--- src/rtl/tile_vga_controller.sv ---
`default_nettype none
// tile_vga_controller: VGA raster timing with tile-granular display-memory addressing.
// Revision 1.0 - initial release.
module tile_vga_controller #(
  parameter int                BLOCK_LOG2 = 5,
  parameter int                ADDR_W     = 12,
  parameter logic [ADDR_W-1:0] BASE_ADDR  = ADDR_W'(12'hC00),
  parameter int                BPC        = 1,
  parameter int                MEM_LAT    = 1,
  parameter int                H_SYNC     = 96,
  parameter int                H_BACK     = 48,
  parameter int                H_ACTIVE   = 640,
  parameter int                H_FRONT    = 16,
  parameter int                V_SYNC     = 2,
  parameter int                V_BACK     = 33,
  parameter int                V_ACTIVE   = 480,
  parameter int                V_FRONT    = 10
) (
  input  logic              iVGA_CLK,
  input  logic              iRST_n,
  input  logic              iEN,
  input  logic [31:0]       pix_data,
  output logic [ADDR_W-1:0] ADDR,
  output logic              oHS,
  output logic              oVS,
  output logic              oBLANK_n,
  output logic [7:0]        r_data,
  output logic [7:0]        g_data,
  output logic [7:0]        b_data,
  output logic              frame_start
);
  localparam int c_h_total = H_SYNC + H_BACK + H_ACTIVE + H_FRONT;
  localparam int c_v_total = V_SYNC + V_BACK + V_ACTIVE + V_FRONT;
  localparam int c_hw      = $clog2(c_h_total);
  localparam int c_vw      = $clog2(c_v_total);
  localparam int c_lat     = MEM_LAT + 2;
  localparam int c_en_w    = c_lat - 1;

  localparam logic [c_hw-1:0]   c_h_last    = c_hw'(c_h_total - 1);
  localparam logic [c_hw-1:0]   c_h_sync    = c_hw'(H_SYNC);
  localparam logic [c_hw-1:0]   c_h_start   = c_hw'(H_SYNC + H_BACK);
  localparam logic [c_hw-1:0]   c_h_end     = c_hw'(H_SYNC + H_BACK + H_ACTIVE);
  localparam logic [c_vw-1:0]   c_v_last    = c_vw'(c_v_total - 1);
  localparam logic [c_vw-1:0]   c_v_sync    = c_vw'(V_SYNC);
  localparam logic [c_vw-1:0]   c_v_start   = c_vw'(V_SYNC + V_BACK);
  localparam logic [c_vw-1:0]   c_v_end     = c_vw'(V_SYNC + V_BACK + V_ACTIVE);
  localparam logic [c_vw-1:0]   c_tile_mask = c_vw'((1 << BLOCK_LOG2) - 1);
  localparam logic [ADDR_W-1:0] c_h_blocks  = ADDR_W'(H_ACTIVE >> BLOCK_LOG2);

  logic [c_hw-1:0]   r_h_cnt;
  logic [c_vw-1:0]   r_v_cnt;
  logic [ADDR_W-1:0] r_row_base;
  logic [c_lat-1:0]  r_hs_pipe;
  logic [c_lat-1:0]  r_vs_pipe;
  logic [c_lat-1:0]  r_act_pipe;
  logic [c_en_w-1:0] r_en_pipe;

  logic              w_hs;
  logic              w_vs;
  logic              w_h_act;
  logic              w_v_act;
  logic              w_act;
  logic [ADDR_W-1:0] w_col;
  logic              w_unused;

  // Fill 8 bits by repeating the stored bits, MSB first.
  function automatic logic [7:0] expand(input logic [BPC-1:0] c);
    logic [8*BPC-1:0] rep;
    rep = {8{c}};
    return 8'(rep >> (8*BPC - 8));
  endfunction

  assign w_hs     = (r_h_cnt >= c_h_sync);
  assign w_vs     = (r_v_cnt >= c_v_sync);
  assign w_h_act  = (r_h_cnt >= c_h_start) && (r_h_cnt < c_h_end);
  assign w_v_act  = (r_v_cnt >= c_v_start) && (r_v_cnt < c_v_end);
  assign w_act    = w_h_act && w_v_act;
  assign w_col    = ADDR_W'((r_h_cnt - c_h_start) >> BLOCK_LOG2);
  assign w_unused = ^pix_data[31:3*BPC];

  assign oHS      = r_hs_pipe[c_lat-1];
  assign oVS      = r_vs_pipe[c_lat-1];
  assign oBLANK_n = r_act_pipe[c_lat-1];

  always_ff @(posedge iVGA_CLK or negedge iRST_n) begin
    if (!iRST_n) begin
      r_h_cnt <= '0;
      r_v_cnt <= '0;
    end else if (r_h_cnt == c_h_last) begin
      r_h_cnt <= '0;
      r_v_cnt <= (r_v_cnt == c_v_last) ? '0 : r_v_cnt + 1'b1;
    end else begin
      r_h_cnt <= r_h_cnt + 1'b1;
    end
  end

  // Row base tracks row*H_BLOCKS; it steps at the start of each tile row's first line.
  always_ff @(posedge iVGA_CLK or negedge iRST_n) begin
    if (!iRST_n) begin
      r_row_base  <= '0;
      ADDR        <= BASE_ADDR;
      frame_start <= 1'b0;
    end else begin
      frame_start <= (r_h_cnt == '0) && (r_v_cnt == '0);
      if (r_h_cnt == '0) begin
        if (r_v_cnt == c_v_start) begin
          r_row_base <= '0;
        end else if (w_v_act && (((r_v_cnt - c_v_start) & c_tile_mask) == '0)) begin
          r_row_base <= r_row_base + c_h_blocks;
        end
      end
      ADDR <= w_act ? (BASE_ADDR + r_row_base + w_col) : BASE_ADDR;
    end
  end

  // Colour is gated by the stage that reaches the pins on the same edge.
  always_ff @(posedge iVGA_CLK or negedge iRST_n) begin
    if (!iRST_n) begin
      r_hs_pipe  <= '1;
      r_vs_pipe  <= '1;
      r_act_pipe <= '0;
      r_en_pipe  <= '0;
      r_data     <= '0;
      g_data     <= '0;
      b_data     <= '0;
    end else begin
      r_hs_pipe  <= {r_hs_pipe[c_lat-2:0], w_hs};
      r_vs_pipe  <= {r_vs_pipe[c_lat-2:0], w_vs};
      r_act_pipe <= {r_act_pipe[c_lat-2:0], w_act};
      r_en_pipe  <= c_en_w'({r_en_pipe, iEN});
      if (r_act_pipe[c_lat-2] && r_en_pipe[c_lat-2]) begin
        r_data <= expand(pix_data[BPC-1:0]);
        g_data <= expand(pix_data[2*BPC-1:BPC]);
        b_data <= expand(pix_data[3*BPC-1:2*BPC]);
      end else begin
        r_data <= '0;
        g_data <= '0;
        b_data <= '0;
      end
    end
  end

endmodule
`default_nettype wire
--- config.mk ---
export PLATFORM = sky130hd
export DESIGN_NAME = tile_vga_controller
export DESIGN_NICKNAME = d
export VERILOG_FILES = /design/src/rtl/tile_vga_controller.sv
export SDC_FILE = /design/constraint.sdc
export NUM_CORES = 1
export LEC_CHECK = 0
export ABC_AREA = 1
export BUFFER_PORTS_ARGS = -buffer_cell sky130_fd_sc_hd__buf_2
export CAP_MARGIN = 10
export CORE_ASPECT_RATIO = 1.2
export CORE_UTILIZATION = 56
export CTS_BUF_LIST = sky130_fd_sc_hd__clkbuf_2
export CTS_CLUSTER_DIAMETER = 200
export DETAILED_ROUTE_END_ITERATION = 7
export HOLD_SLACK_MARGIN = 0.1
export PLACE_DENSITY = 0.82
export SYNTH_ARGS = -nofsm -noshare
export SYNTH_HDL_FRONTEND = slang
export SYNTH_SLANG_ARGS = --single-unit
--- constraint.sdc ---
create_clock -name iVGA_CLK -period 3 [get_ports iVGA_CLK]
set_input_delay 0.3 -clock iVGA_CLK [delete_from_list [all_inputs] [get_ports iVGA_CLK]]
set_output_delay 0.3 -clock iVGA_CLK [all_outputs]
set_load 0.02 [all_outputs]
==> results of run 1 <==
## worst max-delay path: stages, from the launching register on
cell and delay [ps]:
dfrtp_1 450, inv_1 150, ha_1 270, a21oi_1 240
xor2_1 190, ha_1 270, nand2_1 70, nand2_1 100
nand3_1 80, nand2_1 110, nand2_1 110, nand3_1 110
or2_2 290, nand3_1 70
## cell usage after synthesis
cell type | count | area (um^2)
o21bai_1 | 1 | 7.51
o21ai_2 | 1 | 8.76
nor2_4 | 3 | 33.8
xor2_1 | 11 | 96.3
o21ai_0 | 9 | 45.0
nand4_2 | 1 | 12.5
o211ai_1 | 1 | 7.51
buf_6 | 2 | 22.5
ha_1 | 16 | 200
nand3_2 | 4 | 40.0
nor2_8 | 1 | 20.0
nand2_2 | 4 | 25.0
clkbuf_2 | 1 | 5.00
nor4_1 | 1 | 6.26
nor3_2 | 1 | 10.0
or2_2 | 2 | 12.5
nor2_2 | 4 | 25.0
o21ai_1 | 1 | 5.00
nand4_1 | 11 | 68.8
xnor2_1 | 4 | 35.0
buf_2 | 2 | 10.0
o2111ai_1 | 1 | 8.76
nor3b_2 | 2 | 25.0
dfrtp_1 | 49 | 1230
nor3_1 | 9 | 45.0
nand2_1 | 84 | 315
nand3_1 | 33 | 165
nand2_4 | 1 | 11.3
clkbuf_1 | 1 | 3.75
nand3_4 | 1 | 17.5
nor2_1 | 50 | 188
inv_1 | 41 | 154
a21oi_1 | 12 | 60.1
inv_2 | 9 | 33.8
buf_4 | 22 | 165
dfstp_2 | 8 | 210
## final cells by class
class                      instances  area [um^2]  share of cell area, %
clock buffer                      12         60.1                   1.67
clock inverter                     4         20.0                  0.557
tap                               80          100                   2.78
timing repair buffer              53          298                   8.28
inverter                          50          188                   5.22
multi-input combinational        269         1500                   41.6
sequential                        57         1440                   39.9
## through the flow
stage	util, %	power [W]	worst slack (ps)	std cells
2_1_floorplan	-	0.000786	799	404
3_3_place_gp	60.8	0.000805	569	504
3_5_place_dp	60.8	0.000806	480	504
4_1_cts	63.0	0.00120	457	525
5_1_grt	63.0	0.00123	219	525
6_report	63.0	0.00118	465	525
## routing by layer
layer | up-vias | wire (um)
met5 | - | 0
met1 | 1235 | 2680
met2 | 88 | 3020
met3 | 16 | 342
met4 | 0 | 162
li1 | 1337 | -
## sequential cells by signal, summed over array words and instances, names as in the netlist
signal / count
frame_start: 1
r_vs_pipe: 3
r_act_pipe: 3
r_hs_pipe: 3
b_data: 1
r_row_base: 10
r_h_cnt: 10
r_v_cnt: 10
r_en_pipe: 2
r_data: 1
g_data: 1
ADDR: 12
## cells in the final DEF, fill, tap and decap left out, drive strengths merged
cell / instances
nand2: 89
nor2: 58
inv: 50
dfrtp: 49
buf: 48
nand3: 38
ha: 16
a21oi: 12
clkbuf: 12
nand4: 12
xor2: 11
o21ai: 11
nor3: 10
dfstp: 8
dlygate4sd3: 5
xnor2: 4
clkinv: 4
or2: 2
nor3b: 2
o211ai: 1
nor4: 1
o2111ai: 1
o21bai: 1
## power by group through the flow
| stage | logic [W] | clock network, W | registers (W) |
|---|---|---|---|
| floorplan | 0.000000754 | 0 | 0.000785 |
| global placement | 0.0000208 | 0 | 0.000785 |
| detailed placement | 0.0000213 | 0 | 0.000785 |
| CTS | 0.0000264 | 0.000406 | 0.000771 |
| global route | 0.0000293 | 0.000433 | 0.000771 |
| finish | 0.0000251 | 0.000389 | 0.000771 |
## path summary, 6_finish.rpt
kind,startpoint,to,slack (ps),cells after the start
max,r_h_cnt[4],ADDR[11],460,13
min,iRST_n,b_data[6],310,2
max reg2reg,r_h_cnt[4],ADDR[11],460,13
min reg2reg,r_en_pipe[0],r_en_pipe[1],370,0
max in group asynchronous,iRST_n,ADDR[11],2010,3
min in group iVGA_CLK,r_en_pipe[0],r_en_pipe[1],370,0
## cell families after synthesis
family,synth area share (%)
and+or+nand+nor,30.7
buffers and inverters,11.9
DFF,43.2
AOI/OAI and AO/OA,4.29
adders and majority gates,6.02
xor gates and xnor gates,3.95
==> summary.txt, run 1 <==
Finish
  – Fillers: 486
  – Synthesis-to-finish area growth: 8.16%
  – Fin area: 3600 um^2
  – Antenna Cells: 0
  – Layout cells sized above 1: 23.8%
  – Nets: 491

Clock tree
  – CTS tree: built
  – # resized after CTS: 0
  – Later-pin clock latency in the skew report: 470 ps
  – Hold Buf Count CTS: 5
  – CTS Sinks: 57
  – Num CTS Buffers: 9
  – CTS Buffer Depth: 2
  – Clock Root Buffer: clkbuf_2
  – H-tree Lvls: 3
  – Post-CTS setup buffer count: 0
  – Clk pin slew, worst setup/hold paths: 160 ps

Setup path
  – WP data arrival: 2960 ps
  – CP required: 3430 ps
  – Crit. End Element: flop
  – Setup crit start kind: flop
  – Crit path max fanout: 6
  – Worst Setup Path Type: reg -> reg

Logic synthesis
  – Mapped Cells: 404
  – Cell variety after synth: 36
  – Ys Warns: 0
  – Mapped Nets: 455
  – Sequential fraction of the synthesis area: 43.2%
  – Syn Area/Cell: 8.23 um^2
  – Flops & latches, synth: 57
  – Cell area after synthesis: 3330 um^2

Routing
  – Vias per inst: 5.10
  – DRT antenna net count: 0
  – Residual DRC: 0
  – Total Wirelength: 6210 um
  – Initial DRC Count: 184
  – Via Count: 2676
  – First-pass DRT Iterations: 4
  – Wirelength per Cell: 11.8 um

Timing
  – Setup tns final: 0 ps
  – Min cycle time layout: 2540 ps
  – Max Clk Rate: 394 MHz
  – Final setup viols: 0
  – Clock skew: 18.8 ps
  – RSZ-0062 raised after global routing: no
  – Fin. max-slew vios: 0
  – Worst slew pin tran: 448 ps
  – Hold slack final: 305 ps
  – Fin crit share: 84.5%
  – Slew Limit Headroom: 70.1%
  – Final hold vios: 0

Outcome
  – Status: complete, no violations

Pwr
  – P_sw: 0.000291 W
  – Clk pwr share: 32.8%
  – Power density over the cells: 329 nW/um^2
  – Peak VDD IR: 0.000207 V
  – Sequential fraction of design power: 65.1%
  – Internal power: 0.000893 W
  – Sw frac: 24.6%
  – Comb power frac: 2.1%
  – Leakage power: 2.02 nW

Floorplanning
  – I/O pin count: 75
  – Die Y: 86.4 um
  – # rows: 30
  – Core area: 5710 um^2
  – Area of the die: 6250 um^2
  – Die X: 72.4 um
  – Initial Utilization: 58.3%

Global route
  – Largest net degree at the start of global routing: 23
  – Grt met1 use: 25.6%
  – Overflow after GRT: 0
  – First-pass GRT wire length: 10900 um
  – Met2 usage: 39.2%
  – Met3 Usage GRT: 4.07%
  – Vias in the first global route: 2610
  – Antenna violations before repair: 0
  – All-Layer GR Usage: 22.5%
  – Busiest grt layer: met2

Placement
  – Detailed placement HPWL: 4620 um
  – Global placement routability congestion: 0.938
  – Post-place instance area: 3470 um^2
  – Port bufs: 45

Job
  – MaxCap Viol Count: 0

Hold path
  – Worst min path class: in -> async
Note: power is estimated with default switching activity, not from simulation.
==> run 2: changes to the inputs <==
Clock period 3 ns to 2.48 ns, I/O delays scaled along.
==> summary.txt, run 2 (synthesis gave the netlist of run 1 again) <==
Outcome
  – Status: complete, no violations

Routing
  – Residual DRC: 0 (unchanged)
  – M1 WL: 2700 um (+0.75%)
  – Top sig layer: met4
  – Total Wirelength: 6360 um (+2.4%)
  – Via Count: 2727 (+1.9%)
  – DRT antenna net count: 0 (unchanged)
  – Vias per inst: 5.15 (+0.94%)
  – Met2 WL: 3200 um (+5.7%)
  – First-pass DRT Iterations: 4 (unchanged)
  – DR WL met3: 310 um (-9.4%)
  – Wirelength per Cell: 12.0 um (+1.4%)
  – Initial DRC Count: 128 (-30%)

Setup path
  – Setup crit start kind: flop
  – WP data arrival: 2730 ps (-230 ps)
  – Crit path cell chain: inv_1 -> ha_2 -> a21oi_2 -> xor2_1 -> ha_1 -> nand2_1 -> nand2_1 -> nand3_1 -> nand2_2 -> nand2_1 -> nand3_1 -> or2_2 -> nand3_1
  – Worst path slowest cell: dfrtp_1
  – Bufs and invs on worst path: 1 (unchanged)
  – Worst Setup Path Type: reg -> reg
  – Worst reg2reg setup slack: 190 ps (-280 ps)
  – Crit. End Element: flop
  – CP peak stage delay: 420 ps (-30 ps)
  – Crit path max fanout: 4 (-2)
  – R2R Path Start: r_h_cnt[4]
  – FF-to-FF End: ADDR[11]
  – Cell family with most CP delay: simple AND/OR/NAND/NOR gates
  – CP required: 2920 ps (-510 ps)
  – R2R cell count: 13 (unchanged)

Timing
  – Slew Limit Headroom: 67.3% (-2.8 points)
  – Clock skew: 24.7 ps (+5.86 ps)
  – Worst slew pin tran: 490 ps (+41.8 ps)
  – Final worst slack: 187 ps (-277 ps)
  – Fin. max-slew vios: 0 (unchanged)
  – Min cycle time layout: 2290 ps (-243 ps)
  – Max Clk Rate: 436 MHz (+11%)
  – Final hold vios: 0 (unchanged)
  – Final setup viols: 0 (unchanged)
  – Fin crit share: 92.5% (+7.9 points)

Finish
  – Most frequent cells in the layout: nand2_1 (83), nor2_1 (50), dfrtp_1 (49), buf_2 (45), inv_1 (41)
  – Layout cells sized above 1: 25.6% (+1.7 points)
  – Multi-input gate area: 1520 um^2 (+1.8%)
  – Commonest non-fill, non-tap cell in the layout: nand2_1
  – Register area: 1440 um^2 (unchanged)
  – Antenna Cells: 0 (unchanged)
  – Synthesis-to-finish area growth: 12.3%
  – Biggest register: ADDR
  – Layout Cells excl Fill: 530 (+0.95%)
  – Nets: 496 (+1.0%)
  – Max reg flops: 12 (unchanged)
  – Fillers: 492 (+1.2%)

Global route
  – Largest net degree at the start of global routing: 24 (+4.3%)
  – Overflow after GRT: 0 (unchanged)
  – First-pass GRT wire length: 11000 um (+1.1%)
  – All-Layer GR Usage: 22.9% (+0.34 points)
  – Antenna violations before repair: 0 (unchanged)
  – Vias in the first global route: 2592 (-0.69%)

Floorplanning
  – Die Y: 86.4 um (unchanged)
  – Area of the die: 6250 um^2 (unchanged)
  – # rows: 30 (unchanged)
  – Core area: 5710 um^2 (unchanged)
  – Initial Utilization: 58.3% (unchanged)
  – Die X: 72.4 um (unchanged)
  – I/O pin count: 75 (unchanged)

Pwr
  – Peak VDD IR: 0.000353 V (+70%)
  – Power density over the cells: 463 nW/um^2 (+41%)
  – Leakage power: 2.07 nW (+2.6%)

Job
  – MaxCap Viol Count: 0 (unchanged)

Placement
  – Dpl cells: 506 (+0.40%)
  – Global placement routability congestion: 0.946 (+0.80%)
  – Detailed placement HPWL: 4590 um (-0.51%)
  – Pre-CTS WS: 72.4 ps (-407 ps)
  – Port bufs: 45 (unchanged)

Clock tree
  – H-tree Lvls: 3 (unchanged)
  – CTS tree: built
  – Num CTS Buffers: 9 (unchanged)
  – Clk pin slew, worst setup/hold paths: 170 ps (about the same)
  – Later-pin clock latency in the skew report: 480 ps (about the same)
  – CTS Sinks: 57 (unchanged)
  – CTS Buffer Depth: 2 (unchanged)
  – Clock Root Buffer: clkbuf_2

Hold path
  – Worst min path class: in -> async
[run 2: cell count changes in the layout (fill, tap and decap cells not counted), sizes merged]
cell and change:
buf +5, bufinv +3, clkbuf -3
[run 2: worst register-to-register path, cell delays in order (launching register included)]
cell and delay (ps):
dfrtp_1 420, inv_1 80, ha_2 210, a21oi_2 180, xor2_1 190, ha_1 280, nand2_1 70, nand2_1 100
nand3_1 110, nand2_2 80, nand2_1 80, nand3_1 110, or2_2 290, nand3_1 70
[run 2: metal layers]
layer / vias up / global-route usage [%]
met3: 15 / 3.26
li1: 1352 / -
met4: 0 / 13.7
met1: 1275 / 26.7
met2: 85 / 39.6
met5: - / 0
[run 2: worst max path at each step]
| stage | slack, ps | cells past startpoint | end | startpoint |
|---|---|---|---|---|
| after global routing | -20 | 13 | ADDR[11] | r_h_cnt[4] |
| after global placement | 170 | 13 | ADDR[11] | r_h_cnt[4] |
| final | 190 | 13 | ADDR[11] | r_h_cnt[4] |
| after CTS | 40 | 13 | ADDR[11] | r_h_cnt[4] |
| after detailed placement | 70 | 13 | ADDR[11] | r_h_cnt[4] |
| after floorplan | 280 | 13 | ADDR[11] | r_h_cnt[4] |
[run 2: power breakdown]
| part | leakage [nW] | switching (W) | internal [W] | total (W) |
|---|---|---|---|---|
| Clock | 0.0931 | 0.000340 | 0.000427 | 0.000767 |
| Combinational | 1.23 | 0.0000199 | 0.0000103 | 0.0000301 |
| Sequential | 0.749 | 0.000000406 | 0.000932 | 0.000933 |
[run 2: what timing repair did]
action,CTS,global route
hold buffers,5,0
resized for setup,0,6
hold endpoints to repair,25,0
endpoints found under the setup margin,0,4
setup buffers,0,3
[run 2: layout make-up]
class | instances | area share (%)
Clock buffer | 9 | 1.21
Clock inverter | 7 | 2.91
Inverter | 50 | 5.03
Multi-Input combinational cell | 269 | 40.7
Sequential cell | 57 | 38.5
Tap cell | 80 | 2.68
Timing Repair Buffer | 58 | 8.98
[run 2: stage by stage]
step                total power (W)  area, um^2  TNS (ps)  hold slack, ps  utilization, %
global placement           0.000975        3480         0             236            61.0
global route                0.00179        3730     -31.4             269            65.5
floorplan                  0.000950        3330         0           -47.6               -
finish                      0.00173        3730         0             242            65.5
CTS                         0.00175        3690         0             226            64.6
detailed placement         0.000975        3480         0             238            61.0
==> run 3: changes to the inputs <==
--- a/config.mk
+++ b/config.mk
@@ -10,4 +10,5 @@
 export CAP_MARGIN = 10
 export CORE_ASPECT_RATIO = 1.2
+export CORE_MARGIN = 5
 export CORE_UTILIZATION = 56
 export CTS_BUF_LIST = sky130_fd_sc_hd__clkbuf_2
==> constraint.sdc (replaced) <==
create_clock -name iVGA_CLK -period 2.48 [get_ports iVGA_CLK]
set_input_delay 0.124 -clock iVGA_CLK [delete_from_list [all_inputs] [get_ports iVGA_CLK]]
set_output_delay 0.124 -clock iVGA_CLK [all_outputs]
set_load 0.02 [all_outputs]
==> summary.txt, run 3 (synthesis gave the netlist of run 1 again) <==
Outcome
  – Status: complete, no violations

Setup path
  – CP required: 2910 ps (about the same)
  – Worst Setup Path Type: reg -> reg
  – Crit path max fanout: 5 (+1)
  – FF-to-FF End: ADDR[11]
  – Worst path slowest cell: dfrtp_1
  – Worst reg2reg setup slack: 160 ps (-30 ps)
  – Worst setup startpoint: r_h_cnt[5]
  – WP data arrival: 2750 ps (+20 ps)
  – R2R cell count: 11 (-2)
  – Critical Path Sink: ADDR[11]
  – Crit path cell chain: inv_1 -> ha_2 -> a21oi_2 -> nor3_1 -> ha_1 -> a21oi_1 -> nand2_1 -> nand2_1 -> nand3_1 -> or2_2 -> nand3_1
  – R2R Path Start: r_h_cnt[5]
  – Crit. End Element: flop
  – Setup crit start kind: flop
  – CP peak stage delay: 450 ps (+30 ps)

Routing
  – Initial DRC Count: 174 (+36%)
  – Total Wirelength: 6580 um (+3.5%)
  – Via Count: 2719 (-0.29%)
  – Vias per inst: 5.15 (about the same)
  – First-pass DRT Iterations: 5 (+1)
  – Residual DRC: 0 (unchanged)
  – Wirelength per Cell: 12.5 um (+3.9%)
  – DRT antenna net count: 0 (unchanged)

Clock tree
  – CTS tree: built
  – Later-pin clock latency in the skew report: 470 ps (about the same)
  – CTS Buffer Depth: 2 (unchanged)
  – Clock Root Buffer: clkbuf_2
  – CTS Sinks: 57 (unchanged)
  – H-tree Lvls: 3 (unchanged)
  – Num CTS Buffers: 9 (unchanged)
  – Clk pin slew, worst setup/hold paths: 180 ps (about the same)

Placement
  – Detailed placement HPWL: 4860 um (+5.9%)
  – Global placement routability congestion: 0.877 (-7.2%)
  – Port bufs: 45 (unchanged)
  – Post-place instance area: 3490 um^2 (+0.36%)

Finish
  – Register area: 1440 um^2 (unchanged)
  – Biggest register: ADDR
  – Antenna Cells: 0 (unchanged)
  – Multi-input gate area: 1500 um^2 (-1.3%)
  – Most frequent cells in the layout: nand2_1 (84), nor2_1 (50), dfrtp_1 (49), buf_2 (45), inv_1 (41)
  – Commonest non-fill, non-tap cell in the layout: nand2_1
  – Max reg flops: 12 (unchanged)
  – Nets: 494 (-0.40%)
  – Layout cells sized above 1: 24.6% (-1.0 points)
  – Fin area: 3660 um^2 (-1.9%)
  – Synthesis-to-finish area growth: 10.1%
  – Fillers: 503 (+2.2%)

Timing
  – Slew Limit Headroom: 55.6% (-12 points)
  – Setup tns final: 0 ps (unchanged)
  – Worst slew pin tran: 666 ps (+176 ps)
  – Min cycle time layout: 2320 ps (+26.8 ps)
  – Final setup viols: 0 (unchanged)
  – Max Clk Rate: 431 MHz (-1.2%)
  – Clock skew: 27.6 ps (+2.97 ps)
  – Fin crit share: 93.5% (+1.1 points)
  – Final hold vios: 0 (unchanged)
  – RSZ-0062 raised after global routing: no
  – Fin. max-slew vios: 0 (unchanged)

Floorplanning
  – Initial Utilization: 58.3% (unchanged)
  – Die Y: 94.4 um (+9.3%)
  – I/O pin count: 75 (unchanged)
  – Core area: 5710 um^2 (unchanged)
  – # rows: 30 (unchanged)
  – Die X: 80.4 um (+11%)
  – Area of the die: 7590 um^2 (+21%)

Global route
  – All-Layer GR Usage: 18.7% (-4.1 points)
  – Vias in the first global route: 2597 (+0.19%)
  – Overflow after GRT: 0 (unchanged)
  – Antenna violations before repair: 0 (unchanged)
  – Largest net degree at the start of global routing: 32 (+33%)
  – First-pass GRT wire length: 11200 um (+2.0%)

Pwr
  – Peak VDD IR: 0.000285 V (-19%)
  – Power density over the cells: 417 nW/um^2 (-9.9%)
  – Leakage power: 2.04 nW (-1.4%)

Job
  – MaxCap Viol Count: 0 (unchanged)

Hold path
  – Worst min path class: in -> async
-- run 3: changes by cell type in the layout (fill, tap and decap cells not counted) --
cell,change
buf_12,+1
buf_4,-3
bufinv_16,-2
clkbuf_2,+2
ha_1,+1
ha_4,-1
nand2_1,+1
nand2_2,-1
nor3_1,+1
nor3_2,-1
o21ai_0,-1
o21ai_1,+1
-- run 3: worst min path at each step --
stage	slack (ps)	start	depth (start not counted)	end
6_report	200	iRST_n	2	r_row_base[7]
5_1_grt	240	iRST_n	2	r_row_base[2]
4_1_cts	190	iRST_n	2	r_row_base[7]
3_5_place_dp	200	iRST_n	1	r_v_cnt[5]
3_3_place_gp	190	iRST_n	1	r_v_cnt[5]
2_1_floorplan	-170	iRST_n	0	ADDR[0]
-- run 3: critical path, delay by kind of cell, from the launching register on --
kind,cells,cell delay [ps]
simple gates,6,940
fa+ha+maj,2,580
flops,1,450
compound gates,2,230
buf+inv,1,100
-- run 3: power by group --
group / switching, W / total, W / leakage (nW) / internal (W)
logic: 0.0000208 / 0.0000322 / 1.22 / 0.0000114
registers: 0.000000349 / 0.000933 / 0.749 / 0.000932
clock network: 0.000330 / 0.000563 / 0.0731 / 0.000234
-- run 3: area by class of cell --
cell class              count  share of cell area, %
inverters                  50                   5.12
flip-flops and latches     57                   39.2
clock buffers              11                   1.50
repair buffers             56                   9.09
well taps                  80                   2.73
clock inverters             5                   1.33
multi-input cells         269                   41.0
-- run 3: what timing repair did --
| action | 4_1_cts | 5_1_grt |
|---|---|---|
| hold endpoints to repair | 34 | 0 |
| setup endpoints to repair | 0 | 4 |
| hold buffers | 5 | 0 |
| setup buffers | 0 | 1 |
| gates resized for setup | 0 | 3 |
-- run 3: per-layer routing --
layer	vias to the layer above	global-route usage (%)	share of wire (%)
met1	1294	21.4	41
li1	1345	-	-
met2	74	33.4	52
met3	6	4.58	5.6
met4	0	7.18	1.1
met5	-	0	0
-- run 3: through the flow --
| step | total power [W] | setup slack (ps) | util (%) | hold WS [ps] | std cells |
|---|---|---|---|---|---|
| floorplan | 0.000950 | 279 | - | -172 | 404 |
| global placement | 0.000976 | 182 | 61.3 | 193 | 506 |
| detailed placement | 0.000977 | 68.6 | 61.3 | 196 | 506 |
| CTS | 0.00155 | 57.8 | 63.9 | 187 | 527 |
| global route | 0.00160 | 19.7 | 64.2 | 243 | 528 |
| finish | 0.00153 | 160 | 64.2 | 201 | 528 |
